File: config.mk
export PLATFORM = sky130hd
export DESIGN_NAME = sr_latch_driver_flat
export DESIGN_NICKNAME = d
export VERILOG_FILES = /design/src/rtl/sr_latch_driver_pkg.sv /design/src/rtl/sr_latch_driver_if.sv /design/src/rtl/sync_2ff.sv /design/src/rtl/sr_latch_driver.sv /design/src/flat_wrapper.sv
export SDC_FILE = /design/constraint.sdc
export NUM_CORES = 1
export LEC_CHECK = 0
export CORE_UTILIZATION = 45
export DETAILED_ROUTE_END_ITERATION = 7
export PLACE_DENSITY = 0.66
export REMOVE_ABC_BUFFERS = 1
export SLEW_MARGIN = 20
export SYNTH_ARGS = -nofsm -noshare
export SYNTH_HDL_FRONTEND = slang
export SYNTH_HIERARCHICAL = 1
export SYNTH_SLANG_ARGS = --single-unit
File: constraint.sdc
create_clock -name clk -period 1.91 [get_ports clk]
set_input_delay 0.191 -clock clk [delete_from_list [all_inputs] [get_ports clk]]
set_output_delay 0.191 -clock clk [all_outputs]
set_load 0.05 [all_outputs]
File: src/rtl/sr_latch_driver_pkg.sv
// Shared types and constants for the SR latch driver.
//   op_e     : command opcode carried on cmd_op
//   status_e : response code carried on rsp_status
//   state_e  : driver FSM states
package sr_latch_drv_pkg;

    localparam int unsigned SYNC_STAGES = 2;

    typedef enum logic [1:0] {
        OP_HOLD    = 2'b00,
        OP_SET     = 2'b01,
        OP_CLEAR   = 2'b10,
        OP_ILLEGAL = 2'b11
    } op_e;

    typedef enum logic [1:0] {
        ST_OK             = 2'b00,
        ST_WRONG_VALUE    = 2'b01,
        ST_NOT_COMPLEMENT = 2'b10,
        ST_ILLEGAL_CMD    = 2'b11
    } status_e;

    typedef enum logic [2:0] {
        S_IDLE   = 3'd0,
        S_PULSE  = 3'd1,
        S_SETTLE = 3'd2,
        S_CHECK  = 3'd3,
        S_RESP   = 3'd4
    } state_e;

endpackage : sr_latch_drv_pkg

File: src/rtl/sr_latch_driver_if.sv
// Command/response handshake bundle between a controller and the latch driver.
//   cmd_valid/cmd_ready/cmd_op          : command channel (controller -> driver)
//   rsp_valid/rsp_ready/rsp_status/rsp_q : response channel (driver -> controller)
//   master : controller side, slave : driver side
interface sr_latch_driver_if;
    import sr_latch_drv_pkg::*;

    logic    cmd_valid;
    logic    cmd_ready;
    op_e     cmd_op;
    logic    rsp_valid;
    logic    rsp_ready;
    status_e rsp_status;
    logic    rsp_q;

    modport master (
        output cmd_valid, cmd_op, rsp_ready,
        input  cmd_ready, rsp_valid, rsp_status, rsp_q
    );

    modport slave (
        input  cmd_valid, cmd_op, rsp_ready,
        output cmd_ready, rsp_valid, rsp_status, rsp_q
    );

endinterface : sr_latch_driver_if

File: src/rtl/sync_2ff.sv
// Multi-flop synchronizer for asynchronous level inputs, synchronous reset to 0.
//   clk, rst : clock and synchronous active-high reset
//   d_i      : asynchronous input bits
//   q_o      : synchronized copy, SYNC_STAGES cycles late
module sync_2ff
    import sr_latch_drv_pkg::*;
#(
    parameter int unsigned WIDTH = 1
) (
    input  logic             clk,
    input  logic             rst,
    input  logic [WIDTH-1:0] d_i,
    output logic [WIDTH-1:0] q_o
);

    logic [SYNC_STAGES-1:0][WIDTH-1:0] stage_q;

    // Shift chain; stage 0 is the metastability-catching flop.
    always_ff @(posedge clk) begin
        if (rst) begin
            stage_q <= '0;
        end else begin
            stage_q[0] <= d_i;
            for (int unsigned i = 1; i < SYNC_STAGES; i++) begin
                stage_q[i] <= stage_q[i-1];
            end
        end
    end

    assign q_o = stage_q[SYNC_STAGES-1];

endmodule : sync_2ff

File: src/rtl/sr_latch_driver.sv
// Clocked initiator for an asynchronous active-low SR latch: pulses s_n or r_n,
// waits for the latch and synchronizer to settle, reads q/q_not back and reports.
//   clk, rst     : clock and synchronous active-high reset
//   bus          : command/response handshake (slave side)
//   s_n, r_n     : active-low set/reset drives to the latch
//   q_in,q_not_in: latch outputs, asynchronous to clk
//   busy         : high whenever the FSM is not idle
module sr_latch_driver
    import sr_latch_drv_pkg::*;
#(
    parameter int unsigned PULSE_CYCLES  = 4,
    parameter int unsigned SETTLE_CYCLES = 2
) (
    input  logic             clk,
    input  logic             rst,
    sr_latch_driver_if.slave bus,
    output logic             s_n,
    output logic             r_n,
    input  logic             q_in,
    input  logic             q_not_in,
    output logic             busy
);

    localparam int unsigned SETTLE_TOTAL = SETTLE_CYCLES + SYNC_STAGES;
    localparam int unsigned CNT_MAX      = (PULSE_CYCLES > SETTLE_TOTAL) ? PULSE_CYCLES : SETTLE_TOTAL;
    localparam int unsigned CNT_W        = $clog2(CNT_MAX + 1);

    state_e           state_q, state_d;
    logic [CNT_W-1:0] cnt_q, cnt_d;
    op_e              op_q, op_d;
    status_e          rsp_status_q, rsp_status_d;
    logic             rsp_q_q, rsp_q_d;
    logic             rsp_valid_q, rsp_valid_d;
    logic             s_n_q, s_n_d;
    logic             r_n_q, r_n_d;
    logic             busy_q, busy_d;

    logic [1:0]       sync_out;
    logic             sync_q;
    logic             sync_q_not;

    // Raw latch outputs are only ever seen through the synchronizer.
    sync_2ff #(
        .WIDTH (2)
    ) u_sync (
        .clk (clk),
        .rst (rst),
        .d_i ({q_in, q_not_in}),
        .q_o (sync_out)
    );

    assign sync_q     = sync_out[1];
    assign sync_q_not = sync_out[0];

    // State and output registers.
    always_ff @(posedge clk) begin
        if (rst) begin
            state_q      <= S_IDLE;
            cnt_q        <= '0;
            op_q         <= OP_HOLD;
            rsp_status_q <= ST_OK;
            rsp_q_q      <= 1'b0;
            rsp_valid_q  <= 1'b0;
            s_n_q        <= 1'b1;
            r_n_q        <= 1'b1;
            busy_q       <= 1'b0;
        end else begin
            state_q      <= state_d;
            cnt_q        <= cnt_d;
            op_q         <= op_d;
            rsp_status_q <= rsp_status_d;
            rsp_q_q      <= rsp_q_d;
            rsp_valid_q  <= rsp_valid_d;
            s_n_q        <= s_n_d;
            r_n_q        <= r_n_d;
            busy_q       <= busy_d;
        end
    end

    // Next-state logic; registered outputs are derived from the next state so
    // they line up exactly with the state they belong to.
    always_comb begin
        state_d      = state_q;
        cnt_d        = cnt_q;
        op_d         = op_q;
        rsp_status_d = rsp_status_q;
        rsp_q_d      = rsp_q_q;

        unique case (state_q)
            S_IDLE: begin
                if (bus.cmd_valid) begin
                    op_d = bus.cmd_op;
                    unique case (bus.cmd_op)
                        OP_SET, OP_CLEAR: begin
                            state_d = S_PULSE;
                            cnt_d   = CNT_W'(PULSE_CYCLES - 1);
                        end
                        OP_HOLD: begin
                            state_d = S_SETTLE;
                            cnt_d   = CNT_W'(SETTLE_TOTAL - 1);
                        end
                        OP_ILLEGAL: begin
                            state_d      = S_RESP;
                            rsp_status_d = ST_ILLEGAL_CMD;
                            rsp_q_d      = sync_q;
                        end
                    endcase
                end
            end
            S_PULSE: begin
                if (cnt_q == '0) begin
                    state_d = S_SETTLE;
                    cnt_d   = CNT_W'(SETTLE_TOTAL - 1);
                end else begin
                    cnt_d = cnt_q - CNT_W'(1);
                end
            end
            S_SETTLE: begin
                if (cnt_q == '0) begin
                    state_d = S_CHECK;
                end else begin
                    cnt_d = cnt_q - CNT_W'(1);
                end
            end
            S_CHECK: begin
                // Complementarity failure outranks a wrong value; hold checks only that.
                state_d = S_RESP;
                rsp_q_d = sync_q;
                if (sync_q == sync_q_not) begin
                    rsp_status_d = ST_NOT_COMPLEMENT;
                end else if ((op_q == OP_SET && !sync_q) || (op_q == OP_CLEAR && sync_q)) begin
                    rsp_status_d = ST_WRONG_VALUE;
                end else begin
                    rsp_status_d = ST_OK;
                end
            end
            S_RESP: begin
                if (bus.rsp_ready) begin
                    state_d = S_IDLE;
                end
            end
            default: begin
                state_d = S_IDLE;
            end
        endcase

        // op_d is a single value, so at most one drive can be low.
        s_n_d       = !((state_d == S_PULSE) && (op_d == OP_SET));
        r_n_d       = !((state_d == S_PULSE) && (op_d == OP_CLEAR));
        rsp_valid_d = (state_d == S_RESP);
        busy_d      = (state_d != S_IDLE);
    end

    assign bus.cmd_ready  = (state_q == S_IDLE) && !rst;
    assign bus.rsp_valid  = rsp_valid_q;
    assign bus.rsp_status = rsp_status_q;
    assign bus.rsp_q      = rsp_q_q;
    assign s_n            = s_n_q;
    assign r_n            = r_n_q;
    assign busy           = busy_q;

endmodule : sr_latch_driver

File: src/flat_wrapper.sv
// flat-port wrapper written by rule: the top's interface ports become plain ports
module sr_latch_driver_flat import sr_latch_drv_pkg::*;
#(
    parameter int unsigned PULSE_CYCLES  = 4,
    parameter int unsigned SETTLE_CYCLES = 2
)
  (clk, rst, s_n, r_n, q_in, q_not_in, busy, bus_cmd_valid, bus_cmd_op, bus_rsp_ready, bus_cmd_ready, bus_rsp_valid, bus_rsp_status, bus_rsp_q);
  sr_latch_driver_if bus_i ();
  input  logic clk;
  input  logic rst;
  output logic s_n;
  output logic r_n;
  input  logic q_in;
  input  logic q_not_in;
  output logic busy;
  input wire logic [$bits(bus_i.cmd_valid)-1:0] bus_cmd_valid;
  input wire logic [$bits(bus_i.cmd_op)-1:0] bus_cmd_op;
  input wire logic [$bits(bus_i.rsp_ready)-1:0] bus_rsp_ready;
  output wire logic [$bits(bus_i.cmd_ready)-1:0] bus_cmd_ready;
  output wire logic [$bits(bus_i.rsp_valid)-1:0] bus_rsp_valid;
  output wire logic [$bits(bus_i.rsp_status)-1:0] bus_rsp_status;
  output wire logic [$bits(bus_i.rsp_q)-1:0] bus_rsp_q;
  assign bus_i.cmd_valid = bus_cmd_valid;
  assign bus_i.cmd_op = bus_cmd_op;
  assign bus_i.rsp_ready = bus_rsp_ready;
  assign bus_cmd_ready = bus_i.cmd_ready;
  assign bus_rsp_valid = bus_i.rsp_valid;
  assign bus_rsp_status = bus_i.rsp_status;
  assign bus_rsp_q = bus_i.rsp_q;
  sr_latch_driver #(.PULSE_CYCLES(PULSE_CYCLES), .SETTLE_CYCLES(SETTLE_CYCLES)) u_core (.clk(clk), .rst(rst), .bus(bus_i), .s_n(s_n), .r_n(r_n), .q_in(q_in), .q_not_in(q_not_in), .busy(busy));
endmodule
# Word-level counts from Yosys, hierarchy flattened
# Cells that the tools add are included.
# W data, S select, Z words.
[word_totals] regBits=19 inputBits=8 output_inout_bits=8 word_cells=71
[classes] n_addsub=1 eq_ne=18 mux=21 reduce_logical=20
[ops] cell="$mux W3" n=8
[ops] cell="$pmux W3 S3" n=2
[ops] cell="$pmux W3 S5" n=1
[ops] cell="$mux W2" n=5
[ops] cell="$eq A2 B2 Y1 const B" n=4
[ops] cell="$ne A2 B2 Y1 const B" n=4
[ops] cell="$eq A2 B1 Y1 const B" n=3
[ops] cell="$eq A3 B1 Y1 const B" n=2
[ops] cell="$eq A3 B2 Y1 const B" n=2
[ops] cell="$eq A3 B3 Y1 const B" n=2
[ops] cell="$logic_not A3 Y1" n=2
[ops] cell="$reduce_bool A3 Y1" n=2
[ops] cell="$logic_and A1 B1 Y1" n=5
[ops] cell="$logic_not A1 Y1" n=4
[ops] cell="$pmux W2 S2" n=1
[ops] cell="$reduce_and A4 Y1" n=1
[ops] cell="$mux W1" n=3
[ops] cell="$reduce_and A3 Y1" n=1
[ops] cell="$reduce_or A3 Y1" n=1
[ops] cell="$sub A3 B1 Y3 const B" n=1
[ops] cell="$logic_not A2 Y1" n=1
[ops] cell="$pmux W1 S2" n=1
[ops] cell="$reduce_bool A2 Y1" n=1
[ops] cell="$reduce_or A2 Y1" n=1
[ops] cell="other kinds (2)" n=2

# Depth between registers and ports, before layout
# Gate-level depths: netlist of the first run.
[logic_depth] ltp_word=8 ltp_mapped=6

# Hierarchy
# The synthesis of the first run kept the hierarchy.
[modules_own_cells] mod="sr_latch_driver" instances=1 cells_each=97 area_per_inst_um2=860.8
[modules_own_cells] mod="sync_2ff" instances=1 cells_each=10 area_per_inst_um2=120.1

# Worst setup path after synthesis of the first run
# OpenSTA, ideal clock, no wires.
[synth_path] kind="register -> output" start="register u_core.state_q[0]" end="output bus_cmd_ready" arrival_time_ps=2081 path_slack_ps=-362 path_stages_with_launch=3 n_path_buf=1 path_cell_list="dfxtp_1 > buf_4 > nor4_1"
[synth_via] elab_chain_cells=2
[synth_rtl] element="start: declaration" line_no="sr_latch_driver.sv:28" rtl="state_e state_q, state_d;"
[synth_rtl] element="start signal: assignment" line_no="sr_latch_driver.sv:68" rtl="state_q <= state_d;"
[synth_rtl] element="$logic_not A3 Y1" line_no="sr_latch_driver.sv:154" rtl="assign bus.cmd_ready = (state_q == S_IDLE) && !rst;"
[synth_rtl] element="$logic_and A1 B1 Y1" line_no="sr_latch_driver.sv:154"
[synth_rtl] element="end: declaration" line_no="flat_wrapper.sv:19" rtl="output wire logic [$bits(bus_i.cmd_ready)-1:0] bus_cmd_ready;"
# No other way between the ends.

# Worst setup path after layout of the first run
[layout_path] start="register u_core.cnt_q[0]" end="register u_core.cnt_q[2]"
[layout_via] elab_chain_cells=3 word_cells_on_any_way=7 cone_classes="add/sub (1); eq/ne (1); mux (3); reduce/logical (2)"
[layout_rtl] element="start: declaration" line_no="sr_latch_driver.sv:29" rtl="logic [CNT_W-1:0] cnt_q, cnt_d;"
[layout_rtl] element="start signal: assignment" line_no="sr_latch_driver.sv:69" rtl="cnt_q <= cnt_d;"
[layout_rtl] element="$sub A3 B1 Y3 or $logic_not A3 Y1 (tied branches)"
[layout_rtl] element="$mux W3 (tied with other cells)" line_no="sr_latch_driver.sv:119" rtl="if (cnt_q == '0) begin"
[layout_rtl] element="$pmux W3 S3 or $reduce_and A4 Y1 (tied branches)"
# Parallel ways exist; a longest one is shown, timed or not. The select of a mux whose other input is x is not followed.
# A chain may end at the register's enable or synchronous reset.

==> flow_metrics.tcl, run 1 <==
set metrics [dict create \
    outcome "finished clean" \
    dr.pass1.iters 4 \
    post_cts_buffers 0 \
    drcViolationCount 0 \
    grt_pass1_vias 725 \
    final_common_cell "dfxtp_1" \
    antenna_found_initial 0 \
    path_clk_slew_ns 0.12 \
    initial_core_util_pct 49.0 \
    min_to "u_core/u_sync/q_o[0]" \
    startpoint_type "flip-flop" \
    drt_iter0_drc 13 \
    fin_crit_ns 1.78 \
    grt_usage_pct 17.0 \
    path_buf_inv 1 \
    syn-cell-area_um2 981 \
    critPathKind "reg -> reg" \
    cts.repair.resized 0 \
    peakVddDrop_uv 862 \
    io_pins 16 \
    final_util_pct 59.6 \
    min_path_type "reg -> reg" \
    area_growth_pct 21.7 \
    antenna_cells 0 \
    reg2reg_setup_slack_ns 0.13 \
    fin_setup_tns_ns 0 \
    critPathSlowestCell "dfxtp_1" \
    avgSynthCellArea_um2 9.17 \
    fmax_mhz 563 \
    drv_cap 0 \
    finalHoldViolations 0 \
    rsz0062_at_grt "false" \
    coreArea_mm2 0.00200 \
    reg2regPathDepth 6 \
    r2r-end "u_core/cnt_q[2]" \
    leakage_nw 0.467 \
    cp-startpoint "u_core/cnt_q[0]" \
    placementRows 16 \
    ant_nets 0 \
    yosys.cell_types.count 36 \
    slowest_delay_ns 0.37 \
    crit_fanout 4 \
    drive_gt1_share_pct 11.3 \
    hold_start "u_core/u_sync/stage_q[0]" \
    slew_viol_final 0 \
    cts.path.max_buffers 2 \
    grt_max_degree 12 \
    cts_inserted_buffers 3 \
    required_ns 2.12 \
    total_power_mw 1.55 \
    min_period_over_period_pct 93.0 \
    arrival_ns 1.98 \
    holdPathStages 1 \
    gp_congestion 0.843 \
    rr_startpoint "u_core/cnt_q[0]" \
    ys_ff_latch 19 \
    worstSkewPairLatency_ns 0.30 \
    wl_per_cell_um 12.2 \
    dp_hpwl_mm 1.40 \
    tritoncts "built" \
    cts_max_level 1 \
    viasPerCell 5.22 \
    num_vias 788 \
    final-setup-viol-count 0 \
    synth-seq-area-share_pct 38.8 \
    nNetsFinal 138 \
    grt_pass1_wl_mm 3.14 \
    tightest_slew_ns 0.513 \
    wl_mm 1.84 \
    crit_family "simple AND/OR/NAND/NOR gates" \
    grt_overflow 0 \
    die_w_um 48.7 \
    io_buffers 15 \
    cellPowerDensity_mw_per_mm2 1300 \
    cts_sinks 19 \
    yosysWarningCount 6 \
    dieHeight_um 48.7 \
    worstPathCellList "inv_1 -> ha_1 -> nor2b_1 -> or3_1 -> and2_4 -> a311o_1" \
    endpoint_kind "flip-flop" \
    hold_buffers 0 \
    nFillCells 185 \
    fin_skew_ns 0.0141 \
    die_area_mm2 0.00237 \
    cts-root-buf "clkbuf_4" \
    layout_common_cells "dfxtp_1 (19), clkdlybuf4s50_1 (14), nor2_1 (11)" \
    relSlewSlack_pct 65.8 \
    synthCells 107 \
]
## registers in the layout, summed over array words and instances (netlist names)
| register | count |
|---|---|
| u_core/cnt_q | 3 |
| u_core/state_q | 3 |
| u_core/bus.rsp_status | 2 |
| u_core/op_q | 2 |
| u_core/u_sync/q_o | 2 |
| u_core/u_sync/stage_q | 2 |
| u_core/bus.rsp_q | 1 |
| u_core/bus.rsp_valid | 1 |
| u_core/busy | 1 |
| u_core/r_n | 1 |
| u_core/s_n | 1 |
## synth_stat cells
cell | number | area [um2]
o2111ai_1 | 1 | 8.76
or3b_1 | 1 | 8.76
xnor2_1 | 1 | 8.76
nand2b_4 | 1 | 13.8
a211oi_1 | 4 | 30.0
a21boi_1 | 1 | 7.51
nor4b_4 | 1 | 23.8
nand2_1 | 4 | 15.0
ha_1 | 5 | 62.6
buf_2 | 1 | 5.00
dfxtp_1 | 19 | 380
nand2b_1 | 5 | 31.3
or3_1 | 1 | 6.26
and3_1 | 1 | 6.26
nand3_1 | 4 | 20.0
a21oi_1 | 4 | 20.0
nand3b_1 | 3 | 22.5
inv_1 | 7 | 26.3
nand4bb_1 | 1 | 11.3
nor4_1 | 1 | 6.26
a2111oi_0 | 1 | 8.76
a21o_1 | 1 | 7.51
o211ai_1 | 1 | 7.51
buf_4 | 4 | 30.0
a221oi_2 | 1 | 15.0
o22a_1 | 1 | 8.76
nor2b_1 | 7 | 43.8
a211o_1 | 1 | 8.76
a311o_1 | 1 | 10.0
clkbuf_1 | 1 | 3.75
mux2i_1 | 3 | 30.0
and2_4 | 1 | 8.76
nor3_1 | 2 | 10.0
o21ai_0 | 4 | 20.0
nor2_1 | 11 | 41.3
nor3b_2 | 1 | 12.5
## stage by stage
step	hold slack, ns	area [um2]	std cells	setup WS [ns]
2_1_floorplan	0.257	942	101	-0.284
3_3_place_gp	0.419	1170	147	0.0358
3_5_place_dp	0.425	1170	147	-0.0237
4_1_cts	0.439	1190	151	0.116
5_1_grt	0.435	1190	151	0.0332
6_report	0.446	1190	151	0.134
## cells by family (layout without fill, tap and decap cells)
kind of cell    count (synthesis)  after routing  synth area share (%)
xor+xnor                        1              1                 0.893
flops                          19             19                  38.8
simple gates                   45             45                  28.7
mux                             3              3                  3.06
fa+ha+maj                       5              5                  6.38
compound gates                 21             21                  15.6
buf+inv                        13             30                  6.63
## routing by layer
metal	track usage, %	vias up	wire length [um]
met2	26.6	22	869
met1	23.0	361	883
li1	-	405	-
met4	5.88	0	0
met3	3.77	0	85
met5	0	-	0
## power by group
group | internal [mW] | switching (mW)
Combinational | 0.360 | 0.413
Clock | 0.0779 | 0.128
Sequential | 0.480 | 0.0928
Total | 0.918 | 0.634
## area by class of cell
class                           instances  area (um2)  area share (%)
Multi-Input combinational cell         75         536            44.9
Sequential cell                        19         380            31.9
Timing Repair Buffer                   19         190            15.9
Tap cell                               27        33.8            2.83
Inverter                                7        26.3            2.20
Clock buffer                            3        22.5            1.89
Clock inverter                          1        5.00           0.419
## worst max path at each step
| stage | slack [ns] | cells past startpoint | end |
|---|---|---|---|
| after floorplan | -0.28 | 1 | bus_cmd_ready |
| after global placement | 0.04 | 7 | u_core/bus.rsp_valid |
| after detailed placement | -0.02 | 7 | u_core/bus.rsp_valid |
| after CTS | 0.12 | 6 | u_core/cnt_q[2] |
| after global routing | 0.03 | 6 | u_core/cnt_q[2] |
| final | 0.13 | 6 | u_core/cnt_q[2] |
No activity file was read; power rests on OpenSTA's default activity.
==> inputs of run 2 (changes only) <==
==> constraint.sdc (replaced) <==
create_clock -name clk -period 1.91 [get_ports clk]
set_input_delay 0.191 -clock clk [delete_from_list [all_inputs] [get_ports clk]]
set_output_delay 0.191 -clock clk [all_outputs]
set_load 0.02 [all_outputs]
==> flow_metrics.tcl, run 2 (same netlist as run 1, synthesis figures left out) <==
set metrics [dict create \
    hold_start "q_in" \
    p_clk_share_pct 13.8 \
    post_cts_buffers 0 \
    cp-startpoint "u_core/cnt_q[0]" \
    final_common_cell "dfxtp_1" \
    grt_usage_pct 16.7 \
    antenna_found_initial 0 \
    drcViolationCount 0 \
    endpoint_kind "flip-flop" \
    reg2reg_setup_slack_ns 0.11 \
    grt_pass1_vias 715 \
    nFillCells 171 \
    min_path_type "in -> reg" \
    tritoncts "built" \
    fin_skew_ns 0.000624 \
    coreArea_mm2 0.00200 \
    path_clk_slew_ns 0.10 \
    final-setup-viol-count 0 \
    place_area_mm2 0.00116 \
    slew_viol_final 0 \
    multi_input_area_um2 536 \
    fin_crit_ns 1.80 \
    grt_max_degree 16 \
    fin_setup_tns_ns 0 \
    placementRows 16 \
    total_power_mw 1.44 \
    finish.instance_area_mm2 0.00118 \
    leakage_nw 0.461 \
    cellPowerDensity_mw_per_mm2 1220 \
    die_area_mm2 0.00237 \
    initial_core_util_pct 49.0 \
    p_int_mw 0.902 \
    switchingPower_mw 0.537 \
    cts-root-buf "clkbuf_4" \
    grt_overflow 0 \
    wl_per_cell_um 11.7 \
    r2r-end "u_core/cnt_q[2]" \
    cts_max_level 1 \
    dr.pass1.iters 4 \
    arrival_ns 1.99 \
    worstSkewPairLatency_ns 0.29 \
    dp.cells 147 \
    holdPathStages 2 \
    dieHeight_um 48.7 \
    num_vias 766 \
    tightest_slew_ns 0.503 \
    peakVddDrop_uv 805 \
    antenna_cells 0 \
    relSlewSlack_pct 66.1 \
    area_growth_pct 20.4 \
    grt_pass1_wl_mm 3.04 \
    cts_inserted_buffers 3 \
    reg2regPathDepth 6 \
    rr_startpoint "u_core/cnt_q[0]" \
    wl_mm 1.76 \
    dp_hpwl_mm 1.35 \
    min_to "u_core/u_sync/stage_q[1]" \
    drive_gt1_share_pct 9.68 \
    layout_common_cells "dfxtp_1 (19), clkdlybuf4s50_1 (14), nor2_1 (11)" \
    viasPerCell 5.07 \
    io_pins 16 \
    whs_ns 0.449 \
    startpoint_type "flip-flop" \
    finalHoldViolations 0 \
    fmax_mhz 557 \
    final_cells 151 \
    nNetsFinal 138 \
    sw_frac_of_total_pct 37.3 \
    gp_congestion 0.846 \
    critPathKind "reg -> reg" \
    die_w_um 48.7 \
    largestRegisters "u_core/cnt_q (3), u_core/state_q (3)" \
    required_ns 2.10 \
    outcome "finished clean" \
    power_frac_seq_pct 39.1 \
    min_period_over_period_pct 94.0 \
    seqCellArea_um2 380 \
    cts.path.max_buffers 2 \
    rsz0062_at_grt "false" \
    ant_nets 0 \
    drv_cap 0 \
    cts_sinks 19 \
    drt_iter0_drc 14 \
    combPwrFrac_pct 47.1 \
    crit_fanout 4 \
    io_buffers 15 \
]
-- run 2: cell types whose count changed in the layout (fill, tap and decap cells not counted) --
cell           previous run  this run
buf_12                    1         0
clkinv_2                  1         0
clkbuf_1                  0         1
dlygate4sd2_1             0         1
-- run 2: cell type report --
class | instances | area share [%]
Timing Repair Buffer | 19 | 15.1
Clock buffer | 4 | 2.22
Tap cell | 27 | 2.86
Inverter | 7 | 2.22
Multi-Input combinational cell | 75 | 45.3
Sequential cell | 19 | 32.2
-- run 2: timing repair --
action	in CTS	in global routing
hold buffers	0	0
endpoints found under the setup margin	1	0
gates resized for setup	1	0
-- run 2: per-layer routing --
layer	GRT usage (%)	wire [um]	vias to the layer above
met4	7.35	14	0
met5	0	0	-
li1	-	-	405
met2	25.7	844	16
met1	21.7	844	343
met3	4.40	60	2
-- run 2: worst max-delay path by stage --
| stage | end | slack [ns] | depth (start not counted) |
|---|---|---|---|
| global placement | u_core/bus.rsp_valid | 0.04 | 7 |
| global route | u_core/cnt_q[2] | 0.02 | 6 |
| detailed placement | u_core/bus.rsp_valid | 0.008 | 7 |
| finish | u_core/cnt_q[2] | 0.11 | 6 |
| CTS | u_core/cnt_q[2] | 0.11 | 6 |
| floorplan | u_core/cnt_q[2] | 0.23 | 6 |
-- run 2: power by group through the flow --
stage	sequential (mW)	combinational [mW]	clock (mW)
global route	0.578	0.753	0.225
global placement	0.567	0.677	0
floorplan	0.609	0.449	0
finish	0.562	0.678	0.199
detailed placement	0.570	0.681	0
CTS	0.562	0.683	0.211
-- run 2: worst max-delay path, cell delays in order (launching register included) --
cell and delay (ns):
dfxtp_1 0.36, inv_1 0.07, ha_1 0.23, nor2b_1 0.17
or3_1 0.38, and2_4 0.16, a311o_1 0.33
-- run 2: metrics by stage --
| step | utilization, % | worst slack [ns] |
|---|---|---|
| finish | 59.0 | 0.114 |
| global route | 59.0 | 0.0218 |
| CTS | 59.0 | 0.111 |
| detailed placement | 57.8 | 0.00790 |
| global placement | 57.8 | 0.0367 |
| floorplan | - | 0.234 |
==> inputs of run 3 (changes only) <==
- REMOVE_ABC_BUFFERS: 1 -> unset
- TNS_END_PERCENT: unset -> 1
==> flow_metrics.tcl, run 3 (same netlist as run 1, synthesis figures left out) <==
set metrics [dict create \
    p_clk_share_pct 13.8 \
    hold_buffers 0 \
    min_path_type "in -> reg" \
    layout_common_cells "dfxtp_1 (19), clkdlybuf4s50_1 (14), nor2_1 (11)" \
    required_ns 2.11 \
    cts_sinks 19 \
    grt_overflow 0 \
    min_period_over_period_pct 94.3 \
    drcViolationCount 0 \
    cts.path.max_buffers 2 \
    critPathKind "reg -> reg" \
    grt_pass1_vias 777 \
    grt_usage_pct 17.7 \
    cts_max_level 1 \
    num_vias 789 \
    startpoint_type "flip-flop" \
    final_util_pct 60.4 \
    area_growth_pct 23.2 \
    critPathSlowestCell "dfxtp_1" \
    leakage_nw 0.488 \
    io_pins 16 \
    grt_max_degree 16 \
    dp.cells 150 \
    dieHeight_um 48.7 \
    gp_congestion 0.826 \
    initial_core_util_pct 49.0 \
    cts_inserted_buffers 3 \
    viasPerCell 5.12 \
    coreArea_mm2 0.00200 \
    drt_iter0_drc 6 \
    combPwrFrac_pct 49.5 \
    ant_nets 0 \
    sw_frac_of_total_pct 37.6 \
    rsz0062_at_grt "false" \
    power_frac_seq_pct 36.7 \
    outcome "finished clean" \
    cellPowerDensity_mw_per_mm2 1240 \
    dr.pass1.iters 4 \
    peakVddDrop_uv 873 \
    tightest_slew_ns 0.481 \
    arrival_ns 2.00 \
    multi_input_area_um2 536 \
    finalHoldViolations 0 \
    fin_skew_ns 0.00355 \
    worstPathCellList "inv_1 -> ha_1 -> nor2b_1 -> or3_1 -> and2_4 -> a311o_1" \
    syn_nets 120 \
    placementRows 16 \
    nFillCells 186 \
    wl_mm 1.85 \
    worstSkewPairLatency_ns 0.30 \
    drive_gt1_share_pct 12.6 \
    dp_hpwl_mm 1.40 \
    cts-root-buf "clkbuf_4" \
    relSlewSlack_pct 67.6 \
    p_int_mw 0.937 \
    largestRegisters "u_core/cnt_q (3), u_core/state_q (3)" \
    final-setup-viol-count 0 \
    final_cells 154 \
    die_w_um 48.7 \
    grt_pass1_wl_mm 3.24 \
    tritoncts "built" \
    switchingPower_mw 0.565 \
    nNetsFinal 141 \
    io_buffers 15 \
    die_area_mm2 0.00237 \
    drv_cap 0 \
    slew_viol_final 0 \
    antenna_found_initial 0 \
    crit_fanout 4 \
    endpoint_kind "flip-flop" \
    slowest_delay_ns 0.37 \
    final_common_cell "dfxtp_1" \
    fmax_mhz 555 \
    fin_crit_ns 1.80 \
    seqCellArea_um2 380 \
    path_clk_slew_ns 0.11 \
    wl_per_cell_um 12.0 \
    antenna_cells 0 \
]
-- run 3: cell count changes in the layout (fill, tap and decap cells not counted) --
cell	previous run	this run
buf_4	4	7
clkbuf_1	1	0
clkinv_2	0	1
dlygate4sd2_1	1	0
dlymetal6s2s_1	0	1
-- run 3: cell type report --
cell class                 instances  share of cell area [%]
sequential                        19                    31.5
clock buffer                       3                    1.86
multi-input combinational         75                    44.3
tap                               27                    2.80
timing repair buffer              22                    17.0
clock inverter                     1                   0.414
inverter                           7                    2.17
-- run 3: repair_timing --
item,in CTS,in global routing
buffers inserted,0,0
setup endpoints to repair,0,1
resized for setup,0,1
-- run 3: worst max-delay path, delay by kind of cell, from the launching register on --
family,cells,cell delay (ns)
simple gates,3,0.69
flops,1,0.37
compound gates,1,0.34
fa+ha+maj,1,0.22
buf+inv,1,0.07
-- run 3: metal layers --
layer	wire, um	track usage (%)	part of all wire (%)
met5	0	0	0
met4	16	7.35	0.86
met3	67	3.77	3.6
met2	883	29.9	48
met1	887	21.5	48
-- run 3: power groups by stage --
stage	clock, mW	combinational [mW]	sequential [mW]
2_1_floorplan	0	0.517	0.571
3_3_place_gp	0	0.733	0.557
3_5_place_dp	0	0.743	0.561
4_1_cts	0.221	0.748	0.551
5_1_grt	0.231	0.811	0.566
6_report	0.208	0.743	0.550
-- run 3: worst paths after layout --
path,from,end,slack (ns),cells past startpoint
hold reg to reg,u_core/u_sync/stage_q[0],u_core/u_sync/q_o[0],0.45,1
setup / recovery,u_core/cnt_q[0],u_core/cnt_q[2],0.11,6
hold / removal,q_not_in,u_core/u_sync/stage_q[0],0.42,2
setup reg to reg,u_core/cnt_q[0],u_core/cnt_q[2],0.11,6
-- run 3: per-stage QoR --
stage	hold slack (ns)	total power, mW	setup WS [ns]	area, um2	setup TNS, ns
detailed placement	0.425	1.30	-0.0102	1180	-0.0102
global route	0.426	1.61	0.0140	1210	0
finish	0.425	1.50	0.109	1210	0
CTS	0.414	1.52	0.00684	1210	0
global placement	0.424	1.29	-0.000642	1180	-0.000642
floorplan	0.263	1.09	0.234	981	0
